$ cat config.mk
export PLATFORM = sky130hd
export DESIGN_NAME = bit_serial_adder
export DESIGN_NICKNAME = d
export VERILOG_FILES = /design/src/rtl/rca_pkg.sv /design/src/rtl/half_adder.sv /design/src/rtl/serial_fa_cell.sv /design/src/rtl/bit_serial_adder.sv
export SDC_FILE = /design/constraint.sdc
export NUM_CORES = 1
export LEC_CHECK = 0
export ABC_AREA = 1
export BUFFER_PORTS_ARGS = -buffer_cell sky130_fd_sc_hd__buf_2
export CORE_AREA = 2 2 46 48
export DETAILED_ROUTE_END_ITERATION = 6
export DIE_AREA = 0 0 48 50
export PLACE_DENSITY = 0.7
export SLEW_MARGIN = 20
export SYNTH_ARGS = -nofsm -noshare
export SYNTH_HDL_FRONTEND = slang
export SYNTH_SLANG_ARGS = --single-unit
$ cat constraint.sdc
create_clock -name clk -period 1.3 [get_ports clk]
set_clock_uncertainty 0.15 [all_clocks]
set_input_delay 0.26 -clock clk [delete_from_list [all_inputs] [get_ports clk]]
set_output_delay 0.26 -clock clk [all_outputs]
set_load 0.02 [all_outputs]
$ cat src/rtl/rca_pkg.sv
// Shared types and defaults for the ripple-carry adder family.
package rca_pkg;

    typedef enum logic [1:0] {
        IDLE  = 2'd0,
        SHIFT = 2'd1,
        DONE  = 2'd2
    } sadd_state_t;

    localparam int RCA_DEFAULT_WIDTH = 4;

endpackage

$ cat src/rtl/half_adder.sv
// Single-bit half adder: sum and carry of two bits.
module half_adder (
    input  logic a,
    input  logic b,
    output logic s,
    output logic c
);

    assign s = a ^ b;
    assign c = a & b;

endmodule

$ cat src/rtl/serial_fa_cell.sv
// Combinational full adder cell built from two half adders and an OR for carry.
module serial_fa_cell (
    input  logic a,
    input  logic b,
    input  logic ci,
    output logic s,
    output logic co
);

    logic s0_s;
    logic c0_s;
    logic c1_s;

    half_adder u_ha0 (
        .a (a),
        .b (b),
        .s (s0_s),
        .c (c0_s)
    );

    half_adder u_ha1 (
        .a (s0_s),
        .b (ci),
        .s (s),
        .c (c1_s)
    );

    assign co = c0_s | c1_s;

endmodule

$ cat src/rtl/bit_serial_adder.sv
// Bit-serial WIDTH-bit adder: one operand pair per handshake, summed LSB first
// through a single full-adder cell, result offered downstream on valid/ready.
module bit_serial_adder
    import rca_pkg::*;
#(
    parameter int WIDTH = RCA_DEFAULT_WIDTH
) (
    input  logic             clk,
    input  logic             rst,
    input  logic             in_valid,
    output logic             in_ready,
    input  logic [WIDTH-1:0] a,
    input  logic [WIDTH-1:0] b,
    input  logic             cin,
    output logic             out_valid,
    input  logic             out_ready,
    output logic [WIDTH-1:0] sum,
    output logic             cout
);

    localparam int CW = (WIDTH > 1) ? $clog2(WIDTH) : 1;

    sadd_state_t      state_q, state_d;
    logic [CW-1:0]    cnt_q, cnt_d;
    logic [WIDTH-1:0] a_sh_q, a_sh_d;
    logic [WIDTH-1:0] b_sh_q, b_sh_d;
    logic [WIDTH-1:0] sum_sh_q, sum_sh_d;
    logic             carry_q, carry_d;
    logic             fa_s_s;
    logic             fa_co_s;
    logic             last_bit_s;

    serial_fa_cell u_fa (
        .a  (a_sh_q[0]),
        .b  (b_sh_q[0]),
        .ci (carry_q),
        .s  (fa_s_s),
        .co (fa_co_s)
    );

    assign last_bit_s = (cnt_q == CW'(WIDTH - 1));

    // State and datapath registers with synchronous reset.
    always_ff @(posedge clk) begin
        if (rst) begin
            state_q  <= IDLE;
            cnt_q    <= {CW{1'b0}};
            a_sh_q   <= {WIDTH{1'b0}};
            b_sh_q   <= {WIDTH{1'b0}};
            sum_sh_q <= {WIDTH{1'b0}};
            carry_q  <= 1'b0;
        end else begin
            state_q  <= state_d;
            cnt_q    <= cnt_d;
            a_sh_q   <= a_sh_d;
            b_sh_q   <= b_sh_d;
            sum_sh_q <= sum_sh_d;
            carry_q  <= carry_d;
        end
    end

    // Next-state logic of the handshake FSM.
    always_comb begin
        state_d = state_q;
        case (state_q)
            IDLE:    state_d = in_valid ? SHIFT : IDLE;
            SHIFT:   state_d = last_bit_s ? DONE : SHIFT;
            DONE:    state_d = out_ready ? IDLE : DONE;
            default: state_d = IDLE;
        endcase
    end

    // Datapath: load on accept, one full-adder step per SHIFT cycle, hold otherwise.
    always_comb begin
        cnt_d    = cnt_q;
        a_sh_d   = a_sh_q;
        b_sh_d   = b_sh_q;
        sum_sh_d = sum_sh_q;
        carry_d  = carry_q;
        case (state_q)
            IDLE: begin
                if (in_valid) begin
                    a_sh_d   = a;
                    b_sh_d   = b;
                    carry_d  = cin;
                    cnt_d    = {CW{1'b0}};
                    sum_sh_d = {WIDTH{1'b0}};
                end else begin
                    cnt_d = cnt_q;
                end
            end
            SHIFT: begin
                a_sh_d   = {1'b0, a_sh_q[WIDTH-1:1]};
                b_sh_d   = {1'b0, b_sh_q[WIDTH-1:1]};
                sum_sh_d = {fa_s_s, sum_sh_q[WIDTH-1:1]};
                carry_d  = fa_co_s;
                // Counter parks on the last bit so it never wraps mid-operation.
                cnt_d    = last_bit_s ? cnt_q : cnt_q + CW'(1);
            end
            DONE:    cnt_d = cnt_q;
            default: cnt_d = {CW{1'b0}};
        endcase
    end

    // Handshake and result outputs decoded from registered state.
    always_comb begin
        in_ready  = (state_q == IDLE);
        out_valid = (state_q == DONE);
        sum       = sum_sh_q;
        cout      = carry_q;
    end

endmodule

== Word-level counts from Yosys, hierarchy flattened ==
Index checks and enable logic that the tools add are counted.
Storage, ports and cells
  register bits: 17
Operators by class
  eq/ne operators: 5
  multiplexer cells: 15
  reductions and logical operators: 4
  add/sub/neg operators: 1
  bitwise operators: 6
Operators with widths (count)
  4-bit one-hot mux with 2 select lines: 3
  4-bit two-way mux: 3
  2-bit one-hot mux with 3 select lines: 2
  2-bit two-way mux: 4
  2-bit == test (second input constant): 2
  2-bit inequality test (second input constant): 2
  3-bit AND reduction: 1
  2-bit by 1-bit adder with 2-bit output (second input constant): 1
  1-bit AND: 2
  2-bit by 1-bit == test with 1-bit output (second input constant): 1
  2-bit logical NOT: 1
  1-bit two-way mux: 2
  1-bit one-hot mux with 2 select lines: 1
  2-bit AND reduction: 1
  2-bit nonzero test: 1
  1-bit bitwise XOR: 2
  1-bit NOT: 1
  1-bit bitwise OR: 1

== Longest topological paths before layout ==
  word-level depth: 4
  gate-level depth with buffers: 7

== By module ==
Synthesis repeated with hierarchy kept, for this count alone.
Unflattened totals
  cells, all modules: 117
  area total of the unflattened synthesis: 835.8 um^2
By module, submodules not included
  bit_serial_adder: cells an instance 112, sequential area each 340.3 um^2, times used 1, area an instance 799.5 um^2
  half_adder: cells an instance 1, sequential area each 0.0 um^2, times used 2, area an instance 12.5 um^2
  serial_fa_cell: cells an instance 3, sequential area each 0.0 um^2, times used 1, area an instance 11.3 um^2

== Least setup slack after synthesis ==
No wires, ideal clock.
  kind: reg-to-reg
  start: register carry_q (netlist: cout)
  end: register sum_sh_q[3] (netlist: sum[3])
  library setup time: 0.070 ns
  path slack: -0.211 ns
  path buffers: 0
  clock period less this slack: 1.511 ns
  data arrival time: 1.291 ns
  stages on the path, launching flop included: 5
  cell sequence: dfxtp_1 > inv_1 > fa_1 > or2_0 > a21oi_1
On the way
  word-level cells in the longest chain between the ends: 2
RTL lines
  start, declared: line bit_serial_adder.sv:28  | logic carry_q, carry_d;
  start signal, assigned: line bit_serial_adder.sv:58  | carry_q <= carry_d;
  1-bit bitwise XOR: line half_adder.sv:9  | assign s = a ^ b;
  4-bit one-hot mux with 2 select lines: line bit_serial_adder.sv:80  | case (state_q)
  end signal, assigned: line bit_serial_adder.sv:50  | sum_sh_q <= {WIDTH{1'b0}};
  end signal, assigned: line bit_serial_adder.sv:57  | sum_sh_q <= sum_sh_d;
  end, declared: line bit_serial_adder.sv:27  | logic [WIDTH-1:0] sum_sh_q, sum_sh_d;
Every way passes these cells.
A chain may end at the register's enable or synchronous reset.

== Worst setup path after layout ==
Same ends and word-level chain as after synthesis.

==> reports/metrics.cfg <==
[pwr]
powerDensity_nw_per_um2 = 1045
power_leakage_nw = 0.5416
internal_power_mw = 0.7829
irDropWorstVdd_mv = 0.4262
combPwrFrac = 0.226
seqPwrFrac = 0.522
swShare = 0.2978
clkPwrFrac = 0.252
power_switching_mw = 0.3320

[flow_run]
max-cap-violations = 0

[sta]
setup_viol = 3
worst_slack_ps = -81.76
slew_headroom = 0.8073
maxSlewViolCount = 0
finalHoldViolations = 0
max_freq_mhz = 723.7
finalSetupTns_ps = -163.3
tightest_slew_ps = 287.2
fin_crit_sh = 1.063
rsz0062_at_grt = yes
min_period_ps = 1382

[setup_path]
critPathLaunchType = register
crit_arrival_ps = 1460
cp_max_fo = 2
cp_slowest_cell = fa_1
crit_type = reg2reg
worstPathRequired_ps = 1380
worstSetupEndpointType = register
critPathMaxStageDelay_ps = 450
r2r_cells = 4
crit_chain = inv_2, fa_1, or2_0, a21oi_1

[final_layout]
final-seq-area_um2 = 352.8
area_growth_pct = 29.05
final_cell_mix = 52 x nand2_1, 18 x nor2_1, 17 x buf_2
multi_input_area_um2 = 411.6
fillerInstances = 189
drive_gt1_frac = 0.2739
antenna_cells = 0
final_nets = 173
stdcell_count = 184
final_common_cell = nand2_1

[floorplanning]
num_rows = 16
fp.dieArea_um2 = 2400
initial_core_util = 0.4349
die_w_um = 48
placeableCoreArea_um2 = 1902
pin_count = 20
die_y_um = 50

[run_status]
status = complete, but fails checks
violations = negative setup slack

[synthesis]
syn_area_um2 = 827.0
synth_nets = 144
avgSynthCellArea_um2 = 6.411
ys_warn_count = 0
synth_cell_types = 17
synth.yosys.seq_area_share = 0.4115
ys_ff_latch = 17
synthCells = 129

[grt]
grt_antenna_before_repair = 0
grt_pass1_wl_mm = 2.739
grtUsageMet1 = 0.1969
grt-busiest-layer = met2
grt_pass1_vias = 676
track_usage = 0.1591
use_met2 = 0.2533
grt_remaining_overflow = 0
use_met3 = 0.04396
grt_max_degree = 14

[route]
wl_mm = 1.662
drtAntennaViolNets = 0
drc = 0
vias_per_cell = 4.370
vias = 804
drtPass1Iterations = 4
wl_per_cell_um = 9.033
drt-initial-drc-count = 10

[clocking]
insertion_delay_ps = 290
clk_pin_slew_ps = 100
cts_hold_buf = 0
cts_buffer_depth = 2
cts_sinks = 17
cts_made_buffers = 3
h-tree-depth = 1
cts_root_buf = clkbuf_4
tritoncts = yes

[place]
io_buffers = 19
dp.cells = 178
gp_congestion = 0.8374
place_hpwl_mm = 1.233

[worst_hold_path]
min_path_type = in2reg
holdPathStages = 4

metrics by stage:
| stage | cell area, um^2 | power [mW] | worst slack, ps | util | hold WS (ps) |
|---|---|---|---|---|---|
| 2_1_floorplan | 833.3 | 0.7623 | -68.05 | - | 275.7 |
| 3_3_place_gp | 988.4 | 0.8317 | -35.48 | 0.5197 | 295.1 |
| 3_5_place_dp | 988.4 | 0.8407 | -73.24 | 0.5197 | 296.5 |
| 4_1_cts | 1042 | 1.136 | -99.38 | 0.5480 | 61.46 |
| 5_1_grt | 1067 | 1.210 | -156.2 | 0.5612 | 58.24 |
| 6_report | 1067 | 1.115 | -81.76 | 0.5612 | 73.51 |
synthesized netlist by cell type:
cell type	instances	area share
fa_1	1	0.024
clkbuf_2	1	0.0060
inv_1	14	0.064
buf_6	1	0.014
ha_1	1	0.015
nand2_1	52	0.24
buf_4	1	0.0091
o21ai_1	1	0.0060
nor2_2	1	0.0076
clkinv_1	1	0.0045
or2_2	1	0.0076
nand3_1	4	0.024
a21oi_1	10	0.061
buf_2	2	0.012
dfxtp_1	17	0.41
or2_0	1	0.0076
nor2_1	20	0.091
power groups by stage:
stage	Sequential, mW	Clock, mW	Combinational [mW]
global placement	0.591	0	0.241
detailed placement	0.593	0	0.247
floorplan	0.596	0	0.166
CTS	0.584	0.300	0.252
global route	0.588	0.331	0.290
finish	0.582	0.281	0.252
worst max-delay path: cells and delay by family (launching register included):
| family | cells | cell delay [ps] |
|---|---|---|
| AO/OA/AOI/OAI | 1 | 120 |
| adder cells (fa/ha/maj) | 1 | 450 |
| flip-flops | 1 | 360 |
| buffers and inverters | 1 | 40 |
| AND/OR/NAND/NOR | 1 | 200 |
repair_timing:
item,in CTS,in global routing
buffers inserted,1,1
pin swaps,1,1
hold endpoints to repair,0,0
gates resized for setup,8,6
setup endpoints to repair,3,5
state kept, by name (all words and copies together) (netlist names):
signal,count
a_sh_q,4
b_sh_q,4
sum,4
cnt_q,2
state_q,2
cout,1
logic make-up (layout without fill, tap and decap cells):
logic type / after synthesis / count (layout) / share of synthesized area
AO/OA/AOI/OAI: 11 / 11 / 0.06656
flip-flops: 17 / 17 / 0.4115
buffers and inverters: 20 / 48 / 0.1089
AND/OR/NAND/NOR: 79 / 79 / 0.3737
adder cells (fa/ha/maj): 2 / 2 / 0.03933
per-layer routing:
metal | vias up | routed length (um)
li1 | 440 | -
met2 | 16 | 794
met3 | 2 | 64
met1 | 346 | 793
met5 | - | 0
met4 | 0 | 10
worst paths after layout:
path	start	endpoint	slack [ps]
max reg2reg	cout$_SDFFE_PP0P_	sum[3]$_SDFFE_PP0P_	-80
min reg2reg	sum[0]$_SDFFE_PP0P_	sum[0]$_SDFFE_PP0P_	310
max	cout$_SDFFE_PP0P_	sum[3]$_SDFFE_PP0P_	-80
min	out_ready	state_q[1]$_SDFF_PP0_	70
area by class of cell:
type | instances | share of cell area
multi-input cells | 92 | 0.3857
clock buffers | 3 | 0.02110
flip-flops and latches | 17 | 0.3306
inverters | 15 | 0.05510
repair buffers | 29 | 0.1712
clock inverters | 1 | 0.004689
well taps | 27 | 0.03165
Power figures use the tool's default switching activity.
